File: src/rtl/riscv_dmi_arbiter.sv
// Round-robin share of one DM DMI port between two requesters, one transaction outstanding; DM request at accept+1, response at DM rsp+1.
// Requesters hold valid until ready, DM response has no backpressure; `DMI_TIMEOUT_EN adds a WAIT watchdog of TIMEOUT cycles.
module riscv_dmi_arbiter #(
  parameter int ABITS   = 7,
  parameter int TIMEOUT = 255
) (
  input  logic             tck_i,
  input  logic             trst_i,
  input  logic             m0_req_valid_i,
  output logic             m0_req_ready_o,
  input  logic [ABITS-1:0] m0_req_addr_i,
  input  logic [31:0]      m0_req_data_i,
  input  logic [1:0]       m0_req_op_i,
  output logic             m0_rsp_valid_o,
  output logic [31:0]      m0_rsp_data_o,
  output logic [1:0]       m0_rsp_op_o,
  output logic             m0_busy_o,
  output logic             m0_err_o,
  input  logic             m0_dmireset_i,
  input  logic             m1_req_valid_i,
  output logic             m1_req_ready_o,
  input  logic [ABITS-1:0] m1_req_addr_i,
  input  logic [31:0]      m1_req_data_i,
  input  logic [1:0]       m1_req_op_i,
  output logic             m1_rsp_valid_o,
  output logic [31:0]      m1_rsp_data_o,
  output logic [1:0]       m1_rsp_op_o,
  output logic             m1_busy_o,
  output logic             m1_err_o,
  input  logic             m1_dmireset_i,
  output logic             dm_req_valid_o,
  input  logic             dm_req_ready_i,
  output logic [ABITS-1:0] dm_req_addr_o,
  output logic [31:0]      dm_req_data_o,
  output logic [1:0]       dm_req_op_o,
  input  logic             dm_rsp_valid_i,
  input  logic [31:0]      dm_rsp_data_i,
  input  logic [1:0]       dm_rsp_op_i
);
  typedef enum logic [1:0] {S_IDLE, S_REQ, S_WAIT, S_RESP} state_t;

  typedef struct packed {
    logic [ABITS-1:0] addr;
    logic [31:0]      data;
    logic [1:0]       op;
  } dmi_req_t;

  state_t     r_state, w_state_nxt;
  logic       r_owner, r_last;
  dmi_req_t   r_req, w_sel_req;
  logic [31:0] r_rsp_data, w_rsp_data;
  logic [1:0] r_rsp_op, w_rsp_op;
  logic       w_rsp_ld;
  logic [1:0] r_err;
  logic [1:0] w_gnt;
  logic       w_idle, w_accept, w_resp, w_rsp_fail, w_tmo_hit;

  // Contention goes to the port that did not win last time.
  assign w_gnt[0] = m0_req_valid_i & (~m1_req_valid_i | r_last);
  assign w_gnt[1] = m1_req_valid_i & (~m0_req_valid_i | ~r_last);
  assign w_idle   = (r_state == S_IDLE);
  assign w_accept = w_idle & (|w_gnt);
  assign m0_req_ready_o = w_idle & w_gnt[0];
  assign m1_req_ready_o = w_idle & w_gnt[1];

  always_comb begin
    if (w_gnt[1]) w_sel_req = '{addr: m1_req_addr_i, data: m1_req_data_i, op: m1_req_op_i};
    else          w_sel_req = '{addr: m0_req_addr_i, data: m0_req_data_i, op: m0_req_op_i};
  end

`ifdef DMI_TIMEOUT_EN
  localparam int CW = (TIMEOUT > 1) ? $clog2(TIMEOUT) : 1;
  logic [CW-1:0] r_tmo_cnt;

  always_ff @(posedge tck_i or posedge trst_i) begin
    if (trst_i)                 r_tmo_cnt <= '0;
    else if (r_state == S_REQ)  r_tmo_cnt <= '0;
    else if (r_state == S_WAIT) r_tmo_cnt <= r_tmo_cnt + 1'b1;
  end

  assign w_tmo_hit = (r_tmo_cnt == CW'(TIMEOUT - 1));
`else
  logic w_unused_timeout;
  assign w_unused_timeout = (TIMEOUT != 0);
  assign w_tmo_hit        = 1'b0;
`endif

  always_comb begin
    w_state_nxt = r_state;
    w_rsp_ld    = 1'b0;
    w_rsp_data  = dm_rsp_data_i;
    w_rsp_op    = dm_rsp_op_i;
    case (r_state)
      S_IDLE: begin
        if (w_accept) begin
          if (w_sel_req.op == 2'd1 || w_sel_req.op == 2'd2) begin
            w_state_nxt = S_REQ;
          end else begin
            // NOP and reserved op are answered locally, never forwarded to the DM.
            w_state_nxt = S_RESP;
            w_rsp_ld    = 1'b1;
            w_rsp_data  = '0;
            w_rsp_op    = (w_sel_req.op == 2'd0) ? 2'd0 : 2'd2;
          end
        end
      end
      S_REQ:  if (dm_req_ready_i) w_state_nxt = S_WAIT;
      S_WAIT: begin
        if (dm_rsp_valid_i) begin
          w_state_nxt = S_RESP;
          w_rsp_ld    = 1'b1;
        end else if (w_tmo_hit) begin
          w_state_nxt = S_RESP;
          w_rsp_ld    = 1'b1;
          w_rsp_data  = '0;
          w_rsp_op    = 2'd2;
        end
      end
      S_RESP: w_state_nxt = S_IDLE;
      default: w_state_nxt = S_IDLE;
    endcase
  end

  always_ff @(posedge tck_i or posedge trst_i) begin
    if (trst_i) begin
      r_state    <= S_IDLE;
      r_owner    <= 1'b0;
      r_last     <= 1'b1;
      r_req      <= '0;
      r_rsp_data <= '0;
      r_rsp_op   <= '0;
    end else begin
      r_state <= w_state_nxt;
      if (w_accept) begin
        r_owner <= w_gnt[1];
        r_last  <= w_gnt[1];
        r_req   <= w_sel_req;
      end
      if (w_rsp_ld) begin
        r_rsp_data <= w_rsp_data;
        r_rsp_op   <= w_rsp_op;
      end
    end
  end

  assign w_resp     = (r_state == S_RESP);
  assign w_rsp_fail = w_resp & (r_rsp_op == 2'd2);

  // A failure reported in the same cycle as dmireset keeps the flag set.
  always_ff @(posedge tck_i or posedge trst_i) begin
    if (trst_i) begin
      r_err <= '0;
    end else begin
      if (w_rsp_fail & ~r_owner)   r_err[0] <= 1'b1;
      else if (m0_dmireset_i)      r_err[0] <= 1'b0;
      if (w_rsp_fail & r_owner)    r_err[1] <= 1'b1;
      else if (m1_dmireset_i)      r_err[1] <= 1'b0;
    end
  end

  assign dm_req_valid_o = (r_state == S_REQ);
  assign dm_req_addr_o  = dm_req_valid_o ? r_req.addr : '0;
  assign dm_req_data_o  = dm_req_valid_o ? r_req.data : '0;
  assign dm_req_op_o    = dm_req_valid_o ? r_req.op   : '0;

  assign m0_rsp_valid_o = w_resp & ~r_owner;
  assign m1_rsp_valid_o = w_resp & r_owner;
  assign m0_rsp_data_o  = m0_rsp_valid_o ? r_rsp_data : '0;
  assign m1_rsp_data_o  = m1_rsp_valid_o ? r_rsp_data : '0;
  assign m0_rsp_op_o    = m0_rsp_valid_o ? r_rsp_op : '0;
  assign m1_rsp_op_o    = m1_rsp_valid_o ? r_rsp_op : '0;
  assign m0_busy_o      = ~w_idle & ~r_owner;
  assign m1_busy_o      = ~w_idle & r_owner;
  assign m0_err_o       = r_err[0];
  assign m1_err_o       = r_err[1];
endmodule
File: config.mk
export PLATFORM = sky130hd
export DESIGN_NAME = riscv_dmi_arbiter
export DESIGN_NICKNAME = d
export VERILOG_FILES = /design/src/rtl/riscv_dmi_arbiter.sv
export SDC_FILE = /design/constraint.sdc
export NUM_CORES = 1
export LEC_CHECK = 0
export ABC_AREA = 1
export BUFFER_PORTS_ARGS = -buffer_cell sky130_fd_sc_hd__buf_4
export CORE_AREA = 4 4 98 137
export CTS_CLUSTER_DIAMETER = 60
export DETAILED_ROUTE_END_ITERATION = 16
export DIE_AREA = 0 0 102 141
export HOLD_SLACK_MARGIN = 0.15
export PLACE_DENSITY = 0.73
export REMOVE_ABC_BUFFERS = 1
export SLEW_MARGIN = 10
export SYNTH_ARGS = -nofsm -noshare
export SYNTH_HDL_FRONTEND = slang
export SYNTH_SLANG_ARGS = --single-unit
File: constraint.sdc
create_clock -name tck_i -period 2.5 [get_ports tck_i]
set_input_delay 0.5 -clock tck_i [delete_from_list [all_inputs] [get_ports tck_i]]
set_output_delay 0.5 -clock tck_i [all_outputs]
set_load 0.02 [all_outputs]
======== Word level (Yosys, flattened, before mapping) ========
Cells that the tools add are included.
storage, ports and cells
  bits of input ports ..................... 124
  bits in registers ....................... 81
  word-level logic and storage cells ...... 73
  output and inout bits ................... 118
cells by class
  equal/unequal tests ..................... 9
  bitwise gates (word level) .............. 19
  mux-type cells .......................... 28
  reduce and logical (&&, ||, !) cells .... 7
operators with widths
  kind                                                                     number
  32-bit two-way mux                                                       6
  41-bit two-way mux                                                       1
  2-bit two-way mux                                                        11
  1-bit bitwise AND                                                        12
  2-bit == test, second input constant                                     4
  2-bit case mux with 4 select lines                                       1
  1-bit two-way mux                                                        7
  7-bit two-way mux                                                        1
  1-bit NOT                                                                5
  2-bit by 1-bit == test with 1-bit output, second input constant          2
  2-bit zero test                                                          2
  2-bit by 1-bit inequality test with 1-bit output, second input constant  2
  2-bit nonzero test                                                       2
  3-bit AND reduction                                                      1
  2-bit inequality test, second input constant                             1
  1-bit OR                                                                 2
  1-bit case mux with 2 select lines                                       1
  2-bit OR reduction                                                       1
  1-bit logical OR                                                         1

======== Depth between registers and ports, before layout ========
  depth after elaboration ................. 9
  depth in mapped cells ................... 12

======== Worst setup path before layout ========
Ideal clock, no wire load.
  path kind ............................... input to register
  start ................................... in m1_req_valid_i
  end ..................................... reg r_rsp_op[0]
  data arrival time ....................... 1919 ps
  library setup time ...................... 120 ps
  slack ................................... 461 ps
  stages on the path ...................... 11
  cells stage by stage .................... buf_4 nand2_2 buf_2 nand2_1 o21ai_0 ha_1 nor2_8 nand2_8 nand2_8 buf_12 o21ai_2
between the ends
  word-level cells in the longest chain between the ends .. 7
  elaborated cells between the ends (all ways) .. 16
  those cells by class .................... 2 x eq/ne; 7 x mux; 5 x bitwise; 2 x reduce/logical
ends and longest elaborated chain
  what                                                                     line    RTL
  from (decl)                                                              20      input logic m1_req_valid_i,
  1-bit bitwise AND or 1-bit NOT (tied branches)                           60, 59
  41-bit two-way mux or 1-bit OR (tied branches)                           67, 59
  2-bit by 1-bit == test with 1-bit output, or another cell as far along   96      if (w_sel_req.op == 2'd1 || w_sel_req.op == 2'd2) begin
  1-bit logical OR or 2-bit OR reduction (tied branches)                   96, 62
  1-bit two-way mux, or another cell as far along                          96
  1-bit two-way mux or 2-bit two-way mux (tied branches)                   95      if (w_accept) begin
  1-bit case mux with 2 select lines or 2-bit two-way mux (tied branches)  -
  to (signal assigned)                                                     141     r_rsp_op <= w_rsp_op;
  to (decl)                                                                52      logic [1:0] r_rsp_op, w_rsp_op;
Several ways; a longest one is shown, not always the timed one.
A chain may end at the register's enable or synchronous reset.

======== Worst setup path in the final report ========
  start ................................... reg r_state[0]
  end ..................................... out m0_req_ready_o
between the ends
  word-level cells in the longest chain between the ends .. 2
ends and longest elaborated chain
  what                    line  RTL
  from (decl)             48    state_t r_state, w_state_nxt;
  from (signal assigned)  133   r_state <= w_state_nxt;
  2-bit zero test         61    assign w_idle = (r_state == S_IDLE);
  1-bit bitwise AND       63    assign m0_req_ready_o = w_idle & w_gnt[0];
  to (decl)               10    output logic m0_req_ready_o,
Every way passes these cells.

==> key figures <==
Timing
  – Tcrit/Tclk final: 0.907
  – Setup clock skew after layout: 0.00583 ns
  – Fmax: 0.441 GHz
  – Final hold vios: 0
  – Fin Setup TNS: 0 ns
  – Fin crit period: 2.27 ns
  – Worst-Margin Slew: 0.448 ns
  – Slew headroom: 0.702
  – Crit path setup slack, layout: 0.231 ns
  – Number of max-slew violations in the final report: 0
  – Final Setup Violations: 0
  – RSZ-0062 raised after global routing: no

Clock network
  – Clock tree sinks: 81
  – Post-CTS setup buffers: 0
  – H-Tree Depth: 3
  – Hold_buf cts: 0
  – CTS Buffer Depth: 2
  – TritonCTS clock tree: built
  – CTS resizes: 0
  – Reg clk slew, reported paths: 0.06 ns
  – Worst-Skew Late Latency: 0.33 ns
  – Total CTS buffers: 9
  – Root buffer cell: clkbuf_16

Placement
  – IO Port Bufs: 241
  – Gpl congestion: 0.785
  – Detailed placement HPWL: 10600 um
  – Setup Slack @ Placement: 0.324 ns

Setup path
  – Levels on crit path: 5
  – Crit Path Max Fanout: 6
  – Slowest cell delay on critical path: 0.41 ns
  – Cell-by-cell trace of the critical path: inv_1, ha_1, inv_4, a211oi_1, buf_4
  – Startpoint Class: flip-flop
  – Crit. End Element: output port
  – Worst path top cell family by delay: flip-flops
  – Critical Path RT: 2.00 ns
  – Critical path type: reg2out
  – R2r setup slk: 0.48 ns
  – Slowest-stage cell, CP: dfrtp_1
  – Crit path DAT: 1.77 ns
  – Reg2Reg Depth: 9
  – CP endpoint: m0_req_ready_o
  – Worst reg2reg startpoint: r_last$_DFFE_PP1N_
  – Worst setup path start: r_state[0]$_DFFE_PP0P_
  – Crit path buffers/inverters: 3
  – FF-to-FF End: r_rsp_data[29]$_DFFE_PP0P_

Pwr
  – VDD IR max: 0.509 mV
  – Leakage: 4.16 nW
  – Pwr Density: 1080 nW/um2
  – Power Total: 0.00752 W

Cells and area
  – Fill cells: 1199
  – N_diodes: 0
  – Most frequent cells in the layout: 255 x buf_4, 253 x nand2_1, 92 x inv_1
  – Commonest non-fill, non-tap cell in the layout: buf_4
  – Layout cell share with drive strength beyond 1: 0.348
  – Area grow syn2layout: 46.4%
  – Core Util, Final: 0.571
  – Nets@finish: 1035

GRT
  – Global-route wire length before repair: 22100 um
  – Largest net degree at the start of global routing: 82
  – Global Route met1 Usage: 0.228
  – Global Route Usage Sum: 0.192
  – GRT overflow: 0
  – GRT met3 Usage: 0.0475
  – Vias in the first global route: 4625
  – Met2 Use GR: 0.337
  – Gr busiest metal: met2
  – Initial antenna violation count: 0

Run status
  – Status: finished clean

Die
  – Die footprint: 14400 um2
  – Initial Util: 0.390
  – Site Rows: 48
  – Die height: 141 um
  – Die X: 102 um
  – Core area: 12300 um2
  – Ports: 242

Logic synthesis
  – Synth Area per Inst: 7.05 um2
  – Syn Inst Count: 678
  – Flops & latches, synth: 81
  – Cell variety after synth: 27
  – Synth Cell Area: 4780 um2
  – Yosys warning count: 0
  – Register area share after synthesis: 0.424

Drt
  – Post-DR vias/cell: 4.56
  – DRC violation count after routing: 0
  – DR pass1 iterations: 4
  – Routed Antenna Nets: 0
  – Post-Route WL: 13900 um
  – Number of DRC markers in iteration 0: 136
  – Routed len/inst: 13.1 um
  – Vias: 4836

Run
  – Max Cap Viol: 0

Worst hold path
  – Hold WC Path Type: in2async
[registers in the layout, indices dropped and copies added (netlist names)]
| name | cells |
|---|---|
| r_req | 41 |
| r_rsp_op | 2 |
| r_owner | 1 |
| r_err | 2 |
| r_last | 1 |
| r_rsp_data | 32 |
| r_state | 2 |
[worst register-to-register path, delay by kind of cell (launching register included)]
kind,cells,cell delay (ns)
flip-flops,1,0.55
AO/OA/AOI/OAI,2,0.21
buffers and inverters,1,0.24
adder cells (fa/ha/maj),1,0.39
AND/OR/NAND/NOR,5,0.51
[kinds of logic (layout without fill, tap and decap cells)]
kind of cell    after synthesis  in the layout  synth area share
buf+inv                     138            371             0.132
fa+ha+maj                     5              5            0.0131
simple gates                409            409             0.359
flops                        81             81             0.424
compound gates               45             45            0.0717
[power breakdown]
part,internal [W],total [W],switching [W]
logic,0.00146,0.00393,0.00247
registers,0.00195,0.00222,0.000262
clock network,0.000869,0.00138,0.000508
[cell type report]
class | count | area, um2 | share of cell area
inverters | 97 | 373 | 0.0533
multi-input cells | 459 | 2120 | 0.303
clock inverters | 6 | 82.6 | 0.0118
clock buffers | 10 | 229 | 0.0327
repair buffers | 258 | 1970 | 0.282
flip-flops and latches | 81 | 2030 | 0.290
well taps | 150 | 188 | 0.0268
[cells in the mapped netlist]
cell type	count	area, um2
nand2_2	1	6.26
nand2_8	2	40.0
clkinv_4	1	8.76
buf_12	3	60.1
inv_1	93	349
inv_2	2	7.51
nand2_4	2	22.5
clkbuf_1	19	71.3
nand2_1	253	950
o21ai_0	11	55.1
nand4_1	1	6.26
nor2_8	1	20.0
nor2_1	70	263
a211oi_1	1	7.51
dfrtp_1	80	2000
buf_2	11	55.1
a21boi_0	1	7.51
buf_4	5	37.5
or2_2	1	6.26
inv_4	1	6.26
o21ai_1	2	10.0
o21ai_2	30	263
nand3_4	1	17.5
ha_1	5	62.6
nand3_1	77	385
buf_6	3	33.8
dfstp_2	1	26.3
[per-layer routing]
layer  vias up  part of all wire
met5         -                 0
met1      2140              0.39
met4         0             0.016
met2       184              0.51
met3        14             0.089
li1       2498                 -
[metrics by stage]
stage / hold slack (ns) / cell area (um2) / std cells
after CTS: 0.274 / 7000 / 1061
after global routing: 0.302 / 7000 / 1061
after detailed placement: 0.465 / 6690 / 1045
final: 0.249 / 7000 / 1061
after floorplan: 0.449 / 4520 / 637
after global placement: 0.462 / 6690 / 1045
[worst min-delay path by stage]
| stage | to | start | slack [ns] |
|---|---|---|---|
| after floorplan | r_req[16]$_DFFE_PP0N_ | r_req[16]$_DFFE_PP0N_ | 0.45 |
| after global placement | r_req[2]$_DFFE_PP0N_ | r_req[2]$_DFFE_PP0N_ | 0.46 |
| after detailed placement | r_req[30]$_DFFE_PP0N_ | r_req[30]$_DFFE_PP0N_ | 0.46 |
| after CTS | r_req[17]$_DFFE_PP0N_ | trst_i | 0.27 |
| after global routing | r_req[17]$_DFFE_PP0N_ | trst_i | 0.30 |
| final | r_rsp_data[4]$_DFFE_PP0P_ | trst_i | 0.25 |
Power figures use the tool's default switching activity.
